`config.mk`:
```
export PLATFORM = sky130hd
export DESIGN_NAME = arbitro_mem
export DESIGN_NICKNAME = d
export VERILOG_FILES = /design/src/rtl/arbitro_mem.sv
export SDC_FILE = /design/constraint.sdc
export NUM_CORES = 1
export LEC_CHECK = 0
export CAP_MARGIN = 10
export CORE_MARGIN = 2
export CORE_UTILIZATION = 38
export DETAILED_ROUTE_END_ITERATION = 7
export GPL_TIMING_DRIVEN = 0
export HOLD_SLACK_MARGIN = 0.03
export PLACE_DENSITY = 0.8
export SLEW_MARGIN = 10
export SYNTH_ARGS = -nofsm -noshare
export SYNTH_HDL_FRONTEND = slang
export SYNTH_SLANG_ARGS = --single-unit
```
`constraint.sdc`:
```
create_clock -name clock -period 1.6 [get_ports clock]
set_clock_uncertainty 0.1 [all_clocks]
set_input_delay 0.24 -clock clock [delete_from_list [all_inputs] [get_ports clock]]
set_output_delay 0.24 -clock clock [all_outputs]
set_load 0.01 [all_outputs]
```
`src/rtl/arbitro_mem.sv`:
```
// Round-robin arbiter sharing one main-memory port between the PC translation unit (0)
// and the cache miss/write-back path (1). Define ARB_TIMEOUT_EN to abort unacknowledged transactions.
module arbitro_mem #(
  parameter int unsigned IND_W   = 16,
  parameter int unsigned DATA_W  = 32,
  parameter int unsigned TIMEOUT = 255
) (
  input  logic              clock,
  input  logic              reset,
  input  logic              rdy0,
  input  logic [1:0]        op0,
  input  logic [IND_W-1:0]  ind0,
  input  logic [DATA_W-1:0] data0,
  input  logic              rdy1,
  input  logic [1:0]        op1,
  input  logic [IND_W-1:0]  ind1,
  input  logic [DATA_W-1:0] data1,
  output logic              ack0,
  output logic              ack1,
  output logic              esito,
  output logic [DATA_W-1:0] datain,
  output logic              rdyoutm,
  output logic [1:0]        opoutm,
  output logic [IND_W-1:0]  indoutm,
  output logic [DATA_W-1:0] dataoutm,
  input  logic              ackinm,
  input  logic              esitom,
  input  logic [DATA_W-1:0] datainm,
  output logic [1:0]        grant
);

  typedef enum logic [1:0] {
    IDLE  = 2'b00,
    ISSUE = 2'b01,
    REPLY = 2'b10
  } state_t;

  state_t state;
  logic   prio;
  logic   sel1;

`ifdef ARB_TIMEOUT_EN
  localparam logic [7:0] TO_LAST = 8'(TIMEOUT - 1);
  logic [7:0] cnt;
`endif

  // Requester 1 wins when it is the only one asking, or on a tie when prio points to it.
  always_comb begin
    sel1 = 1'b0;
    sel1 = rdy1 && (!rdy0 || prio);
  end

  always_ff @(posedge clock) begin
    if (reset) begin
      state    <= IDLE;
      prio     <= 1'b0;
      ack0     <= 1'b0;
      ack1     <= 1'b0;
      esito    <= 1'b0;
      datain   <= '0;
      rdyoutm  <= 1'b0;
      opoutm   <= '0;
      indoutm  <= '0;
      dataoutm <= '0;
      grant    <= '0;
`ifdef ARB_TIMEOUT_EN
      cnt      <= '0;
`endif
    end else begin
      ack0 <= 1'b0;
      ack1 <= 1'b0;
      case (state)
        IDLE: begin
          if (rdy0 || rdy1) begin
            opoutm   <= sel1 ? op1   : op0;
            indoutm  <= sel1 ? ind1  : ind0;
            dataoutm <= sel1 ? data1 : data0;
            grant    <= sel1 ? 2'b10 : 2'b01;
            rdyoutm  <= 1'b1;
            state    <= ISSUE;
`ifdef ARB_TIMEOUT_EN
            cnt      <= '0;
`endif
          end
        end
        ISSUE: begin
          if (ackinm) begin
            esito   <= esitom;
            datain  <= datainm;
            rdyoutm <= 1'b0;
            ack0    <= grant[0];
            ack1    <= grant[1];
            state   <= REPLY;
          end
`ifdef ARB_TIMEOUT_EN
          // Abort on the TIMEOUT-th silent cycle so rdyoutm stays high exactly TIMEOUT cycles.
          else if (cnt == TO_LAST) begin
            esito   <= 1'b1;
            datain  <= '0;
            rdyoutm <= 1'b0;
            ack0    <= grant[0];
            ack1    <= grant[1];
            state   <= REPLY;
          end else begin
            cnt <= cnt + 8'd1;
          end
`endif
        end
        REPLY: begin
          // Priority passes to the requester that was not just served.
          prio  <= grant[0];
          grant <= '0;
          state <= IDLE;
        end
        default: state <= IDLE;
      endcase
    end
  end

endmodule
```
# Yosys cells after proc, flatten, opt, wreduce, memory -nomap -nowiden
# Cells that the tools add are included.
# op_classes
n_addsub	0
multipliers	0
n_div	0
n_lt_le_gt_ge	0
eq_ne	4
shift	0
n_mux	12
bitwise_logic	2
reduce_logical	13
# ops
cell	count
$mux 32	1
$mux 16	1
$mux 2	5
$pmux 2 s2	2
$reduce_and 2->1	4
$ne 2x2->1 const B	2
$reduce_bool 2->1	2
$reduce_and 3->1	1
$reduce_or 3->1	1
$eq 2x1->1 const B	1
$eq 2x2->1 const B	1
$logic_not 2->1	1
$logic_or 1x1->1	2
$mux 1	2
$not 1->1	2
$pmux 1 s2	1
$logic_and 1x1->1	1
$logic_not 1->1	1
# totals
reg_bits	91
latch_bits	0
ramBits	0
mem_bits_ro	0
in_bits	138
out_inout_bits	88
wordCells	42
mem_count	0

# Logic depth before layout (Yosys ltp)
# depth
ltp_word	6
depth_mapped	6
ltp_nobuf	3

# Least setup slack after synthesis
# Ideal clock, no wire load.
# synth_timing
kind	input -> register
startpoint	input rdy1
endpoint	register dataoutm[4]
setup_time_ps	139
t_arrival_ps	1098
required_ps	1361
slack_ps	262
path_stages	6
n_path_buf	3
cell_sequence	buf_4 or2_1 buf_4 buf_2 a21oi_1 a311oi_2
# synth_between
elab_chain_len	2
# synth_rtl
element	line	rtl
from (decl)	14	input logic rdy1,
$logic_and 1x1->1 / $logic_or 1x1->1 (equally long branches)	50, 74	
$mux 32 / $reduce_and 2->1 (equally long branches)	n/a	
to (signal assigned)	77	dataoutm <= sel1 ? data1 : data0;
to (decl)	25	output logic [DATA_W-1:0] dataoutm,
# Several ways; a longest one is shown, not always the timed one.
# A chain may end at the register's enable or synchronous reset.

# Worst setup path after layout
# layout_timing
startpoint	input rdy0
endpoint	register dataoutm[0]
# layout_between
elab_chain_len	4
# layout_rtl
element	line	rtl
from (decl)	10	input logic rdy0,
$logic_not 1->1	50	sel1 = rdy1 && (!rdy0 || prio);
$logic_or 1x1->1	50	
$logic_and 1x1->1	50	
$mux 32	77	
# Several ways; a longest one is shown, not always the timed one.

==> results by group <==
Global routing
  – Total track usage: 0.243
  – Initial antenna violation count: 0
  – First-pass GRT wire length: approximately 22 mm
  – Largest net degree at the start of global routing: 16
  – Congestion Overflow GR: 0
  – Vias in the first global route: around 4500

Logic synthesis
  – Top cells by count, synth: dfxtp_1, a21oi_1, nand2_1
  – Synth top area cells: dfxtp_1, a21oi_1, a311oi_1
  – Adder-cell share of the synthesized area: 0
  – Mux share of post-synthesis cell area: 0.00255
  – Largest area contributor in the netlist: dfxtp_1
  – Asr flop ratio synth: 0
  – Most common cell in the netlist: dfxtp_1
  – Netlist cell types: 27
  – Netlist Area Pre-Place: around 3900 um2
  – Post-Syn Instances: between 400 and 500
  – Sequential area share after synthesis: 0.464
  – Avg Inst Size Synth: around 8.3 um2
  – Ys Warns: 0
  – Yosys reg bits: 91
  – Synth Area in Compound Gates: 0.306
  – EDFF count, synth: 0
  – Post-synthesis xor/xnor area fraction: 0
  – Area share of the largest cell type after synthesis: 0.464
  – Synth Flop Type: dfxtp_1
  – Main combinational cell family by area after synthesis: compound AO/OA/AOI/OAI gates
  – Net Count, Synth: roughly 610
  – Post-Synth Simple-Gate Area: 0.156

Worst setup path
  – Worst Reg-to-Reg Cells: 4
  – Startpoint types: input pin
  – Crit path DAT: between 1.5 and 2 ns
  – Kind of critical path: input pin to flop
  – Crit path capture type: flop
  – CP max FO: 10
  – Worst Path Required: 1.76 ns

STA
  – Final setup fails: 7
  – RSZ-0062 raised after global routing: true
  – Slew Viols, Final: 0
  – Slew HR: 0.600
  – Fin. Hold Viols: 0
  – Worst Setup Slack, final: -0.0472 ns
  – Max Freq: just over 0.6 GHz
  – Final worst-path cycle share: 1.03
  – Actual slew at the worst max-slew pin: between 0.5 and 0.6 ns
  – Crit path time final: 1.65 ns

Floorplanning
  – Die extent in x: between 100 and 150 um
  – Die Y: roughly 110 um
  – Core box area: a little over 10000 um2
  – I/O Pins: 226
  – Die footprint: around 11000 um2
  – Starting Density: 0.386
  – Core Rows: 37

Power
  – Net Switching: 0.00165 W
  – Sw frac: 0.292
  – Combinational fraction of design power: 0.268
  – Pwr dens: 848 nW/um2
  – Leak Pwr: 3.25 nW
  – Total Power: 0.00564 W
  – Sequential fraction of design power: 0.456
  – Clk pwr share: 0.276
  – Internal power: 0.00399 W
  – Peak supply drop: around 0.55 mV

Final layout
  – Layout cells sized above 1: 0.0924
  – Area added between synthesis and finish: 69.2%
  – FILL cells: between 800 and 900
  – Final #Nets: 847
  – ANT cells: 0
  – Design area: 6650 um2

Route
  – DRT antenna net count: 0
  – Routed vias: around 4600
  – Wirelength per Cell: between 15 and 20 um
  – Routed Wire Length: about 14 mm
  – Detailed Routing Iterations Pass 1: 4
  – Vias/cell: about 5.4
  – DRC: 0
  – Iter 0 DRT Violations: 253

Outcome
  – Failing checks: negative setup slack
  – Status: complete, but fails checks

Job
  – Max Cap Violations: 0

Placement
  – Placed Area: 6330 um2
  – HPWL Detailed: ~11 mm
  – GPL Wtd Cong: 0.844
  – Port-buffer cells: roughly 220

Clocking
  – Worst-Skew Late Latency: 0.34 ns
  – Inserted Clock Buffers: 9
  – Clk buf depth: 2
  – TritonCTS clock tree: built
  – H-tree Lvls: 3
  – Clock sink count: just over 90
  – CTS root buf: clkbuf_8
  – CTS Hold Bufs: 0
  – Clk slew on worst S/H paths: ~0.090 ns

Min path
  – Hold WC Path Type: input pin to flop
  – Hold depth: 2
-- registers in the layout, indices dropped and copies added (netlist names) --
signal,flops
ack0,1
ack1,1
datain,32
dataoutm,32
esito,1
grant,2
indoutm,16
opoutm,2
prio,1
rdyoutm,1
state,2
-- critical path, stage by stage --
cell and delay [ns]:
clkdlybuf4s50_1 0.51, and2b_2 0.26, clkbuf_1 0.34, o21ai_0 0.18, a311oi_2 0.27
-- layout make-up --
type                    count  area, um2  share of cell area
clock inverters             6       62.6             0.00941
clock buffers              10        128              0.0192
multi-input cells         325       1830               0.276
well taps                 136        170              0.0256
repair buffers            225       2350               0.353
inverters                   2       7.51             0.00113
plain buffers              55        280              0.0421
flip-flops and latches     91       1820               0.274
-- worst paths after layout --
| path | start | to | slack, ns |
|---|---|---|---|
| max reg2reg | prio | dataoutm[0] | -0.02 |
| max | rdy0 | dataoutm[0] | -0.05 |
| min | reset | state[1] | 0.17 |
| min reg2reg | datain[30] | datain[30] | 0.36 |
-- power groups by stage --
stage	combinational, W	sequential, W	clock [W]
6_report	0.00151	0.00257	0.00155
3_5_place_dp	0.00156	0.00263	0
4_1_cts	0.00152	0.00258	0.00156
3_3_place_gp	0.00153	0.00262	0
2_1_floorplan	0.000587	0.00270	0
5_1_grt	0.00162	0.00260	0.00167
-- per-stage QoR --
step	TNS [ns]	worst slack, ns	instances	utilization	hold slack (ns)
finish	-0.108	-0.0472	850	0.653	0.172
global route	-1.90	-0.125	850	0.653	0.193
detailed placement	-16.38	-0.369	832	0.622	0.349
CTS	0	0.000632	848	0.637	0.168
global placement	-13.68	-0.313	832	0.622	0.341
floorplan	0	0.262	473	-	0.276
-- cells by family (layout without fill, tap and decap cells) --
family / Yosys count / in the layout
simple gates: 134 / 134
buf+inv: 57 / 298
flops: 91 / 91
compound gates: 190 / 190
mux: 1 / 1
-- routing by layer --
metal | part of all wire | up-vias | wire length [um] | global-route usage
met3 | 0.069 | 24 | 1000 | 0.0489
met5 | 0 | - | 0 | 0
li1 | - | 2204 | - | -
met2 | 0.50 | 237 | 7200 | 0.431
met1 | 0.42 | 2118 | 6020 | 0.294
met4 | 0.018 | 0 | 263 | 0.0761
-- what timing repair did --
action	CTS	global route
setup buffers	0	2
pin swaps	0	2
setup endpoints to repair	28	96
resized for setup	28	60
-- placed cells by master (no fill, tap or decap), types with 21 or more instances in the layout --
master | synthesis | routed
clkbuf_1 | 22 | 21
dlygate4sd2_1 | 0 | 28
a21oi_1 | 86 | 86
dfxtp_1 | 91 | 91
nand3_1 | 51 | 51
buf_2 | 23 | 21
o21ai_0 | 51 | 51
a311oi_1 | 41 | 40
clkdlybuf4s50_1 | 0 | 141
dlymetal6s2s_1 | 0 | 54
nand2_1 | 68 | 68
No activity file was read; power rests on OpenSTA's default activity.
